===== src/rtl/instr_fetch_8bit_if.sv =====
// Decode-side handshake between the instruction fetch unit and the decode stage.
// The master side (fetch) offers instr/instr_pc under instr_valid; the slave side accepts with instr_ready.
interface instr_fetch_8bit_if #(
   parameter int unsigned PC_W = 8
);
   logic [15:0]     instr;
   logic [PC_W-1:0] instr_pc;
   logic            instr_valid;
   logic            instr_ready;

   modport master (
      output instr,
      output instr_pc,
      output instr_valid,
      input  instr_ready
   );

   modport slave (
      input  instr,
      input  instr_pc,
      input  instr_valid,
      output instr_ready
   );
endinterface


===== src/rtl/instr_fetch_8bit.sv =====
// Instruction fetch for the 8-bit instruction SRAM: two big-endian byte reads per
// 16-bit instruction, buffered toward decode, with redirect, loader stall and HALT.
module instr_fetch_8bit #(
   parameter int unsigned       ADDR_W   = 9,
   parameter logic [ADDR_W-2:0] RESET_PC = '0,
   parameter logic [4:0]        HALT_OP  = 5'b00001
) (
   input  logic              clk,
   input  logic              rst_n,
   input  logic              enable,
   input  logic              load_busy,
   output logic [ADDR_W-1:0] mem_addr,
   input  logic [7:0]        mem_dout,
   input  logic              redirect,
   input  logic [ADDR_W-2:0] redirect_pc,
   instr_fetch_8bit_if.master dec,
   output logic [ADDR_W-2:0] pc,
   output logic              halted
);

   typedef enum logic [1:0] {IDLE, HI, LO, HALT} state_t;

   state_t            state;
   logic [7:0]        hi_byte;
   logic [15:0]       instr_q;
   logic [ADDR_W-2:0] instr_pc_q;
   logic              instr_valid_q;

   logic run;
   logic accept;
   logic buf_free;

   assign run      = enable && !load_busy;
   assign accept   = instr_valid_q && dec.instr_ready;
   assign buf_free = !instr_valid_q || dec.instr_ready;

   // Byte select is the low address bit; only LO reads the odd byte.
   assign mem_addr = {pc, (state == LO)};

   assign dec.instr       = instr_q;
   assign dec.instr_pc    = instr_pc_q;
   assign dec.instr_valid = instr_valid_q;

   always_ff @(posedge clk or negedge rst_n) begin
      if (!rst_n) begin
         state         <= IDLE;
         pc            <= RESET_PC;
         hi_byte       <= '0;
         instr_q       <= '0;
         instr_pc_q    <= '0;
         instr_valid_q <= 1'b0;
         halted        <= 1'b0;
      end else begin
         // A handshake drains the buffer unless a new instruction lands on the same edge.
         if (accept)
            instr_valid_q <= 1'b0;

         if (redirect) begin
            pc            <= redirect_pc;
            instr_valid_q <= 1'b0;
            hi_byte       <= '0;
            halted        <= 1'b0;
            state         <= run ? HI : IDLE;
         end else begin
            case (state)
               IDLE: begin
                  if (run)
                     state <= HI;
               end
               HI: begin
                  if (load_busy) begin
                     hi_byte <= '0;
                     state   <= IDLE;
                  end else begin
                     hi_byte <= mem_dout;
                     state   <= LO;
                  end
               end
               LO: begin
                  if (load_busy) begin
                     hi_byte <= '0;
                     state   <= IDLE;
                  end else if (buf_free) begin
                     instr_q       <= {hi_byte, mem_dout};
                     instr_pc_q    <= pc;
                     instr_valid_q <= 1'b1;
                     pc            <= pc + 1'b1;
                     if (hi_byte[7:3] == HALT_OP) begin
                        halted <= 1'b1;
                        state  <= HALT;
                     end else begin
                        state <= run ? HI : IDLE;
                     end
                  end
               end
               HALT: begin
                  state <= HALT;
               end
               default: state <= IDLE;
            endcase
         end
      end
   end

endmodule


===== src/flat_wrapper.sv =====
// flat-port wrapper written by rule: the top's interface ports become plain ports
module instr_fetch_8bit_flat 
#(
   parameter int unsigned       ADDR_W   = 9,
   parameter logic [ADDR_W-2:0] RESET_PC = '0,
   parameter logic [4:0]        HALT_OP  = 5'b00001
)
  (clk, rst_n, enable, load_busy, mem_addr, mem_dout, redirect, redirect_pc, pc, halted, dec_instr, dec_instr_pc, dec_instr_valid, dec_instr_ready);
  instr_fetch_8bit_if #(.PC_W(8)) dec_i ();
  input  logic clk;
  input  logic rst_n;
  input  logic enable;
  input  logic load_busy;
  output logic [ADDR_W-1:0] mem_addr;
  input  logic [7:0] mem_dout;
  input  logic redirect;
  input  logic [ADDR_W-2:0] redirect_pc;
  output logic [ADDR_W-2:0] pc;
  output logic halted;
  output wire logic [$bits(dec_i.instr)-1:0] dec_instr;
  output wire logic [$bits(dec_i.instr_pc)-1:0] dec_instr_pc;
  output wire logic [$bits(dec_i.instr_valid)-1:0] dec_instr_valid;
  input wire logic [$bits(dec_i.instr_ready)-1:0] dec_instr_ready;
  assign dec_instr = dec_i.instr;
  assign dec_instr_pc = dec_i.instr_pc;
  assign dec_instr_valid = dec_i.instr_valid;
  assign dec_i.instr_ready = dec_instr_ready;
  instr_fetch_8bit #(.ADDR_W(ADDR_W), .RESET_PC(RESET_PC), .HALT_OP(HALT_OP)) u_core (.clk(clk), .rst_n(rst_n), .enable(enable), .load_busy(load_busy), .mem_addr(mem_addr), .mem_dout(mem_dout), .redirect(redirect), .redirect_pc(redirect_pc), .dec(dec_i), .pc(pc), .halted(halted));
endmodule

===== config.mk =====
export PLATFORM = sky130hd
export DESIGN_NAME = instr_fetch_8bit_flat
export DESIGN_NICKNAME = d
export VERILOG_FILES = /design/src/rtl/instr_fetch_8bit_if.sv /design/src/rtl/instr_fetch_8bit.sv /design/src/flat_wrapper.sv
export SDC_FILE = /design/constraint.sdc
export NUM_CORES = 1
export LEC_CHECK = 0
export CAP_MARGIN = 15
export CORE_MARGIN = 3
export CORE_UTILIZATION = 43
export DETAILED_ROUTE_END_ITERATION = 16
export GPL_TIMING_DRIVEN = 0
export MAX_ROUTING_LAYER = met4
export PLACE_DENSITY = 0.75
export SYNTH_ARGS = -nofsm -noshare
export SYNTH_HDL_FRONTEND = slang
export SYNTH_SLANG_ARGS = --single-unit

===== constraint.sdc =====
create_clock -name clk -period 3.5 [get_ports clk]
set_clock_uncertainty 0.05 [all_clocks]
set_input_delay 0.7 -clock clk [delete_from_list [all_inputs] [get_ports clk]]
set_output_delay 0.7 -clock clk [all_outputs]
set_load 0.01 [all_outputs]

==> metrics.csv, run 1 <==
metric,value,unit
ff2ff_path_depth,5,
final_area,2890,sq um
cp_data_required_time,2.75,ns
drtAntennaViolNets,0,
cts_root_buf,clkbuf_8,
synthDistinctLibCells,33,
cts_buffers,5,
cts_hold_buf,0,
syn_avg_cell_area,11.7,sq um
fin_crit_sh,0.741,
track_usage,0.183,
area_delta_synth_final,39.5,%
core_area,4500,sq um
grt_max_degree,28,
wirelength,4550,microns
nFillCells,393,
cp_max_fo,10,
crit_arrival,1.84,ns
cp_slowest_stage_delay,0.61,ns
die_area,5680,sq um
syn_nets,200,
start_util,0.459,
irDropWorstVdd,0.221,mV
crit_slowest_cell,clkdlybuf4s50_1,
grt_pass1_wl,7450,microns
io_buffers,63,
synth.yosys.warnings,0,
cts_buffer_depth,2,
drt_first_pass_iters,4,
synth_most_common_cell,dfrtp_1,
num_antenna_cells,0,
maxSlewViolCount,0,
p_per_area,466,nW/um^2
rsz0062_at_grt,no,
cts_resized,0,
via_count,1566,
syn_area,2070,sq um
finalHoldViolCount,0,
pin_count,65,
drt_iter0_markers,65,
tightest_slew,0.564,ns
synthArstFlopShare,1.00,
synth-edff-count,0,
setup_tns,0,ns
drcViolationCount,0,
status,completed,
cp-end-kind,output port,
start_kind,flip-flop,
crit_path_cell_trace,clkbuf_1 -> nor2b_1 -> clkdlybuf4s50_1,
ys_ff_latch,44,
power.leakage,1.25,nW
via_per_inst,5.20,
fin_crit,2.59,ns
maxCapViolations,0,
synth.largest_area_cell,dfrtp_1,
grt_pass1_vias,1527,
die_h,75.4,microns
place_area,2780,sq um
ys.flop_type,dfrtp_1,
seq_area_frac_synth,0.532,
syn-instance-count,177,
grt-ovfl-total,0,
die_w,75.4,microns
layout.nets,271,
rows,24,
synth_area_leaders,"dfrtp_1, mux2_2, a2bb2oi_1",
dp_hpwl,3310,microns
post_drt_wl_per_cell,15.1,microns
hold_path_class,in2async,
antenna_found_initial,0,
tritoncts,done,
drive_gt1_frac,0.189,
cts_sinks,44,
path_class,reg2out,
gp_congestion,0.756,
max_freq,0.385,GHz
setup_viol,0,
netlist_top_cells_count,"dfrtp_1, mux2_2, a21oi_1",
cts_setup_buffers,0,
clk_latency,0.30,ns
cts_htree_levels,2,
cts.reportedPaths.clkPinSlew,0.08,ns
yosysTopAreaCellShare,0.532,
relSlewSlack,0.622,
==> final timing paths <==
path,end,startpoint,slack (ns)
hold reg to reg,u_core.dec.instr[3]$_DFFE_PN0P_,u_core.dec.instr[3]$_DFFE_PN0P_,0.44
setup / recovery,mem_addr[0],u_core.state[0]$_DFFE_PN0P_,0.91
min in group clk,u_core.dec.instr[3]$_DFFE_PN0P_,u_core.dec.instr[3]$_DFFE_PN0P_,0.44
max in group asynchronous,u_core.state[1]$_DFFE_PN0P_,rst_n,2.63
hold / removal,u_core.dec.instr[3]$_DFFE_PN0P_,rst_n,0.28
setup reg to reg,u_core.dec.instr_pc[1]$_DFFE_PN0P_,u_core.state[1]$_DFFE_PN0P_,1.49
==> flip-flops by register name, indices dropped and copies added, names as in the netlist <==
register,cells
u_core.halted,1
u_core.dec.instr_pc,8
u_core.hi_byte,8
u_core.pc,8
u_core.state,2
u_core.dec.instr,16
u_core.dec.instr_valid,1
==> through the flow <==
stage / hold slack (ns) / worst slack [ns] / instances / total power, mW / util
floorplan: 0.354 / 1.36 / 177 / 0.775 / -
global placement: 0.417 / 0.508 / 292 / 0.967 / 0.614
detailed placement: 0.426 / 0.717 / 293 / 0.975 / 0.617
CTS: 0.288 / 0.896 / 301 / 1.36 / 0.641
global route: 0.305 / 0.843 / 301 / 1.42 / 0.641
finish: 0.279 / 0.905 / 301 / 1.34 / 0.641
==> routing by layer <==
layer / track usage / wire length (microns)
met4: 0.0583 / 72
met1: 0.242 / 2050
met3: 0.0488 / 195
met2: 0.276 / 2230
met5: - / 0
==> logic make-up (layout without fill, tap and decap cells) <==
group | after synthesis | after routing | share of synthesized area
compound gates | 29 | 29 | 0.0865
xor+xnor | 7 | 7 | 0.0296
fa+ha+maj | 1 | 1 | 0.00604
buf+inv | 20 | 92 | 0.0617
flops | 44 | 44 | 0.532
mux | 27 | 27 | 0.146
simple gates | 49 | 49 | 0.138
==> worst max-delay path, delay by kind of cell (launching register included) <==
kind	cells	cell delay (ns)
flip-flops	1	0.41
AND/OR/NAND/NOR	1	0.29
buffers and inverters	2	0.85
==> area by class of cell <==
type | instances | area, sq um | share of cell area
buffer | 18 | 120 | 0.0416
clock buffer | 6 | 72.6 | 0.0251
clock inverter | 2 | 35.0 | 0.0121
inverter | 2 | 7.51 | 0.00260
multi-input combinational | 113 | 841 | 0.291
sequential | 44 | 1100 | 0.381
tap | 52 | 65.1 | 0.0225
timing repair buffer | 64 | 646 | 0.224
==> layout by cell type, fill, tap and decap left out, types with 2 or more instances in the layout <==
master	synthesis	routed
nor3b_1	2	2
dfrtp_1	44	44
nor2b_1	10	10
nor4_1	3	3
nand2_1	9	9
xnor2_1	5	5
nor2_1	11	11
nand3_1	2	2
nor3_1	2	2
xor2_1	2	2
clkbuf_8	0	5
clkbuf_1	7	8
buf_4	8	8
a2bb2oi_1	8	8
clkdlybuf4s50_1	0	62
o21ai_0	6	6
nand2b_1	2	2
mux2_1	2	2
mux2_2	24	24
buf_6	3	3
inv_1	2	2
a21oi_1	12	12
==> report_power, final <==
group	switching, mW	leakage, nW	internal [mW]
Combinational	0.129	0.617	0.214
Clock	0.171	0.0552	0.212
Sequential	0.0443	0.581	0.574
(Power assumes the default switching activity.)
==> run 2, diff against run 1 <==
==> constraint.sdc (replaced) <==
create_clock -name clk -period 2.52 [get_ports clk]
set_clock_uncertainty 0.05 [all_clocks]
set_input_delay 0.504 -clock clk [delete_from_list [all_inputs] [get_ports clk]]
set_output_delay 0.504 -clock clk [all_outputs]
set_load 0.01 [all_outputs]
==> results of run 2 <==
Same layout as run 1 (identical final DEF). Status: completed.
Main changes from that run: setup slack after placement 0.717 ns -> -0.0675 ns; setup slack after layout 0.905 ns -> 0.121 ns; hold slack 0.279 ns -> 0.0828 ns; register-to-register setup slack 1.49 ns -> 0.51 ns; total power 1.34 mW -> 1.87 mW; worst IR drop on VDD 0.221 mV -> 0.307 mV
